==> src/rtl/mem_lib_pkg.sv <==
// Shared constants and elaboration helpers for the SRAM front-end blocks.
package mem_lib_pkg;

  localparam logic RDWEN_WRITE = 1'b1;
  localparam logic RDWEN_READ  = 1'b0;

  // Returns 1 for a zero column width so port declarations stay legal until the width check
  // stops elaboration.
  function automatic int unsigned num_col(input int unsigned data_width,
                                          input int unsigned col_width);
    return (col_width == 0) ? 1 : data_width / col_width;
  endfunction

  function automatic bit widths_ok(input int unsigned data_width,
                                   input int unsigned col_width);
    return (col_width != 0) && (data_width != 0) && ((data_width % col_width) == 0);
  endfunction

  // Index width that stays at least one bit for single-entry structures.
  function automatic int unsigned idx_width(input int unsigned depth);
    return (depth > 1) ? $clog2(depth) : 1;
  endfunction

endpackage

==> src/rtl/sp_ram_ctrl_rsp_fifo.sv <==
// Response FIFO for sp_ram_ctrl: DEPTH entries, any depth >= 1, synchronous active-high reset.
module sp_ram_ctrl_rsp_fifo
  import mem_lib_pkg::*;
#(
  parameter int unsigned  DATA_WIDTH = 1,
  parameter int unsigned  DEPTH      = 3,
  localparam int unsigned PTR_W      = idx_width(DEPTH),
  localparam int unsigned CNT_W      = idx_width(DEPTH + 1)
) (
  input  logic                  CLK,
  input  logic                  RST,
  input  logic                  push,
  input  logic [DATA_WIDTH-1:0] wdata,
  input  logic                  pop,
  output logic [DATA_WIDTH-1:0] rdata,
  output logic [CNT_W-1:0]      count,
  output logic                  empty
);

  logic [DATA_WIDTH-1:0] mem_q [DEPTH];
  logic [PTR_W-1:0]      wr_ptr_q, wr_ptr_d;
  logic [PTR_W-1:0]      rd_ptr_q, rd_ptr_d;
  logic [CNT_W-1:0]      count_q, count_d;
  logic                  full;
  logic                  pop_en;

  // Explicit wrap so non-power-of-two depths never index past the last entry.
  function automatic logic [PTR_W-1:0] ptr_inc(input logic [PTR_W-1:0] ptr);
    return (ptr == PTR_W'(DEPTH - 1)) ? '0 : ptr + PTR_W'(1);
  endfunction

  assign empty  = (count_q == '0);
  assign full   = (count_q == CNT_W'(DEPTH));
  assign pop_en = pop && !empty;

  always_comb begin
    wr_ptr_d = wr_ptr_q;
    rd_ptr_d = rd_ptr_q;
    count_d  = count_q;
    if (push) begin
      wr_ptr_d = ptr_inc(wr_ptr_q);
    end
    if (pop_en) begin
      rd_ptr_d = ptr_inc(rd_ptr_q);
    end
    if (push && !pop_en) begin
      count_d = count_q + CNT_W'(1);
    end else if (!push && pop_en) begin
      count_d = count_q - CNT_W'(1);
    end
  end

  always_ff @(posedge CLK) begin
    if (RST) begin
      wr_ptr_q <= '0;
      rd_ptr_q <= '0;
      count_q  <= '0;
    end else begin
      wr_ptr_q <= wr_ptr_d;
      rd_ptr_q <= rd_ptr_d;
      count_q  <= count_d;
    end
  end

  always_ff @(posedge CLK) begin
    if (push) begin
      mem_q[wr_ptr_q] <= wdata;
    end
  end

  assign rdata = mem_q[rd_ptr_q];
  assign count = count_q;

  // Slot reservation upstream means a push can never land on a full FIFO.
  assert property (@(posedge CLK) disable iff (RST) !(push && full))
    else $error("sp_ram_ctrl_rsp_fifo overflow");

endmodule

==> src/rtl/sp_ram_ctrl.sv <==
// Single-port SRAM front-end: valid/ready requests drive the SRAM port directly, read data
// returns through a reserved-slot response FIFO.
module sp_ram_ctrl
  import mem_lib_pkg::*;
#(
  parameter int unsigned  ADDR_WIDTH = 1,
  parameter int unsigned  COL_WIDTH  = 1,
  parameter int unsigned  DATA_WIDTH = 1,
  parameter int unsigned  RSP_DEPTH  = 3,
  localparam int unsigned NUM_COL    = num_col(DATA_WIDTH, COL_WIDTH)
) (
  input  logic                  CLK,
  input  logic                  RST,
  // Request stream
  input  logic                  req_valid,
  output logic                  req_ready,
  input  logic                  req_we,
  input  logic [ADDR_WIDTH-1:0] req_addr,
  input  logic [DATA_WIDTH-1:0] req_wdata,
  input  logic [NUM_COL-1:0]    req_be,
  // Response stream
  output logic                  rsp_valid,
  input  logic                  rsp_ready,
  output logic [DATA_WIDTH-1:0] rsp_rdata,
  // SRAM port
  output logic [ADDR_WIDTH-1:0] A,
  output logic [DATA_WIDTH-1:0] DI,
  output logic [NUM_COL-1:0]    BW,
  output logic                  CE,
  output logic                  RDWEN,
  input  logic [DATA_WIDTH-1:0] DO
);

  localparam int unsigned CNT_W = idx_width(RSP_DEPTH + 1);
  localparam int unsigned OCC_W = CNT_W + 1;

  if (!widths_ok(DATA_WIDTH, COL_WIDTH)) begin : g_bad_width
    $fatal(1, "sp_ram_ctrl: DATA_WIDTH must be a non-zero multiple of COL_WIDTH");
  end
  if (RSP_DEPTH < 1) begin : g_bad_depth
    $fatal(1, "sp_ram_ctrl: RSP_DEPTH must be at least 1");
  end

  logic             inflight_q, inflight_d;
  logic [CNT_W-1:0] fifo_count;
  logic [OCC_W-1:0] occ;
  logic             fifo_empty;
  logic             fifo_pop;
  logic             req_fire;
  logic             rd_fire;

  // Occupancy counts the read already sitting in the SRAM pipeline, so a slot is reserved
  // at accept time and rsp_ready never reaches req_ready combinationally.
  assign occ = OCC_W'(fifo_count) + OCC_W'(inflight_q);

  always_comb begin
    req_ready = !RST && (req_we || (occ < OCC_W'(RSP_DEPTH)));
  end

  assign req_fire = req_valid && req_ready;
  assign rd_fire  = req_fire && !req_we;

  always_comb begin
    CE    = req_fire;
    A     = req_addr;
    DI    = req_wdata;
    RDWEN = req_we ? RDWEN_WRITE : RDWEN_READ;
    BW    = req_we ? req_be : '0;
  end

  assign inflight_d = rd_fire;

  always_ff @(posedge CLK) begin
    if (RST) begin
      inflight_q <= 1'b0;
    end else begin
      inflight_q <= inflight_d;
    end
  end

  assign rsp_valid = !fifo_empty;
  assign fifo_pop  = rsp_valid && rsp_ready;

  sp_ram_ctrl_rsp_fifo #(
    .DATA_WIDTH (DATA_WIDTH),
    .DEPTH      (RSP_DEPTH)
  ) u_rsp_fifo (
    .CLK   (CLK),
    .RST   (RST),
    .push  (inflight_q),
    .wdata (DO),
    .pop   (fifo_pop),
    .rdata (rsp_rdata),
    .count (fifo_count),
    .empty (fifo_empty)
  );

endmodule

==> config.mk <==
export PLATFORM = sky130hd
export DESIGN_NAME = sp_ram_ctrl
export DESIGN_NICKNAME = d
export VERILOG_FILES = /design/src/rtl/mem_lib_pkg.sv /design/src/rtl/sp_ram_ctrl_rsp_fifo.sv /design/src/rtl/sp_ram_ctrl.sv
export SDC_FILE = /design/constraint.sdc
export NUM_CORES = 1
export LEC_CHECK = 0
export ABC_CLOCK_PERIOD_IN_PS = 1600
export BUFFER_PORTS_ARGS = -buffer_cell sky130_fd_sc_hd__buf_4
export CELL_PAD_IN_SITES_DETAIL_PLACEMENT = 0
export CELL_PAD_IN_SITES_GLOBAL_PLACEMENT = 1
export CORE_MARGIN = 2
export CORE_UTILIZATION = 31
export DETAILED_ROUTE_END_ITERATION = 8
export PLACE_DENSITY_LB_ADDON = 0.1
export SLEW_MARGIN = 20
export SYNTH_ARGS = -nofsm -noshare
export SYNTH_HDL_FRONTEND = slang
export SYNTH_SLANG_ARGS = --single-unit
==> constraint.sdc <==
create_clock -name CLK -period 1.6 [get_ports CLK]
set_clock_uncertainty 0.15 [all_clocks]
set_input_delay 0.08 -clock CLK [delete_from_list [all_inputs] [get_ports CLK]]
set_output_delay 0.08 -clock CLK [all_outputs]
set_load 0.02 [all_outputs]
==> summary.txt <==
Status
  • Status: complete, but fails checks
  • Failing checks: setup timing

Floorplanning
  • Die Span Y: approximately 45 microns
  • Die width: 45.1 microns
  • Core area: about 1500 sq um
  • Top Ports: 17
  • Std-Cell Rows: 14
  • DIE AREA: between 2000 and 2500 sq um
  • Starting Density: about a third

Yosys
  • Ys Warns: 0
  • Register bit total from synthesis: 12
  • Syn avg cell area: roughly 10 sq um
  • Cell variety after synth: 23
  • Post-synthesis sequential area ratio: ~52%
  • Post-Syn Area: about 520 sq um
  • Cells after synthesis: 51
  • Post-synth EDFFs: 3
  • Asr flop ratio synth: 0%
  • Syn_nets: 63
  • Ys flop type: dfxtp_1

CTS
  • CTS max path bufs: 2
  • H-tree depth: 1
  • Num CTS Buffers: 3
  • CTS sink count: 12
  • TritonCTS clock tree: built
  • Clock slew at reported path FFs: 0.07 ns
  • Clk_lat worst skew: between 0.2 and 0.3 ns
  • CTS Root Cell: clkbuf_4

Power
  • P per Cell Area: between 1000 and 1500 nW/um^2
  • Design Power: a little under 0.001 W
  • VDD IR-drop max: 828 uV
  • Leak Pwr: 0.316 nW

Global routing
  • Vias in the first global route: 337
  • All-Layer GR Usage: about 9.9%
  • Met3 usage in global routing: approximately 7.2%
  • Largest net degree at the start of global routing: 9
  • GR Util met2: about 17%
  • First-pass GRT wire length: between 1 and 1.5 mm
  • Overflow after GRT: 0
  • Busiest grt layer: met2
  • Met1 GRT Util: slightly above 9%
  • Antenna violations before repair: 0

STA
  • Max-slew violation count: 0
  • Final min period: ~1.7 ns
  • Final setup fails: 2
  • Slew at the pin closest to its max-slew limit: 0.261 ns
  • Final worst slack: -0.0734 ns
  • Period utilisation layout: 105%
  • Final hold vios: 0
  • Setup TNS: -0.122 ns
  • RSZ-0062 raised after global routing: true
  • Slew headroom: between 80% and 90%
  • Fmax achieved: 598 MHz

Layout
  • Final core occ: about half
  • Non-Filler Instances: ~90
  • Filler cells: 150
  • P&R area growth vs syn: 49.6%
  • Proportion of layout cells with a drive suffix above 1: 42.5%
  • # nets final: 86
  • Diodes inserted: 0

Route
  • Vias: between 400 and 500
  • DRT Pass-1 Iters: 4
  • Number of remaining DRC errors: 0
  • Detailed Route Iter0 Violations: 5
  • Post-route ant nets: 0
  • Vias per cell: approximately 4.6
  • Final wirelength: just over 900 microns
  • Wire per inst: roughly 10 microns

Worst hold path
  • Hold path startpoint: req_wdata
  • Hold Path Class: in2out

Place
  • Detail Placement HPWL: about 690 microns
  • IO buf count: 12
  • Placed cells: 78
  • GP Congestion: 0.666

Setup path
  • Crit path capture type: output pin
  • CP required: roughly 1.4 ns
  • Origin of the worst setup path: inflight_q$_SDFF_PP0_
  • WS Path Type: reg2out
  • Crit path launch type: flip-flop
  • Crit path max fanout: 2
  • WP data arrival: ~1.4 ns
  • Reg2reg start: u_rsp_fifo.count[0]$_SDFFE_PP0P_

Flow run
  • Max Cap Violations: 0
[layer usage]
layer,routed length [microns],vias up
met2,408,15
met4,6,0
met1,406,176
met5,0,-
li1,-,217
met3,93,2
[cells in the mapped netlist, drive strengths merged, types with 2 or more instances]
| master | instances | area, sq um |
|---|---|---|
| a21oi | 5 | 28.8 |
| or3 | 2 | 12.5 |
| nor2 | 6 | 22.5 |
| buf | 3 | 22.5 |
| dfxtp | 9 | 180 |
| nand2 | 4 | 15.0 |
| o21ai | 3 | 18.8 |
| xor2 | 2 | 17.5 |
| ha | 3 | 37.5 |
| edfxtp | 3 | 90.1 |
[area by class of cell]
class	count	area (sq um)	share of cell area (%)
clock buffers	3	22.5	2.87
inverters	1	3.75	0.478
clock inverters	1	3.75	0.478
flip-flops and latches	12	274	34.9
repair buffers	21	174	22.2
well taps	16	20.0	2.55
multi-input cells	35	287	36.5
[kinds of logic after synthesis]
group           synth area share [%]
flops                           51.6
compound gates                  11.0
simple gates                    20.0
fa+ha+maj                       7.16
mux                             1.91
buf+inv                         5.01
xor+xnor                        3.34
[cells in the final DEF (no fill, tap or decap), types with 2 or more instances in the layout]
| master | netlist | layout |
|---|---|---|
| a21oi_1 | 4 | 3 |
| or3_1 | 2 | 2 |
| edfxtp_1 | 3 | 3 |
| dfxtp_1 | 9 | 6 |
| nor2_1 | 6 | 5 |
| ha_4 | 0 | 3 |
| nand2_1 | 4 | 4 |
| clkbuf_4 | 0 | 3 |
| xor2_1 | 2 | 2 |
| buf_4 | 3 | 15 |
| dfxtp_2 | 0 | 3 |
| o21ai_0 | 2 | 2 |
| dlygate4sd3_1 | 0 | 5 |
[stage by stage]
step	setup slack, ns	instance area [sq um]	hold WS (ns)
3_5_place_dp	0.0693	627	0.0104
3_3_place_gp	0.0818	627	0.0104
5_1_grt	-0.170	785	0.0102
6_report	-0.0734	785	0.0102
4_1_cts	-0.0851	762	0.0104
2_1_floorplan	0.0646	524	-0.00302
[power by group]
part / total [W] / switching, W / internal, W
logic: 0.000392 / 0.000174 / 0.000218
clock network: 0.000182 / 0.0000923 / 0.0000901
registers: 0.000406 / 0.0000443 / 0.000362
[worst max-delay path, cell delays in order (launching register included)]
cell and delay [ns]:
dfxtp_2 0.34, ha_4 0.16, ha_4 0.21, a21oi_4 0.15
nor2_2 0.05, nor2_1 0.11, buf_4 0.16
[worst paths after layout]
check / to / slack (ns) / depth (start not counted)
worst min-delay path: DI / 0.01 / 0
worst max register to register: u_rsp_fifo.count[1]$_SDFFE_PP0P_ / 0.08 / 6
worst min register to register: flip-flop / 0.33 / 2
worst max-delay path: req_ready / -0.07 / 6
[timing repair]
item	in CTS	in global routing
hold buffers	5	0
setup buffers	1	1
gates resized for setup	8	4
pin swaps	5	10
endpoints found under the setup margin	2	3
cloned	0	0
endpoints found under the hold margin	12	0
(Power assumes the default switching activity.)
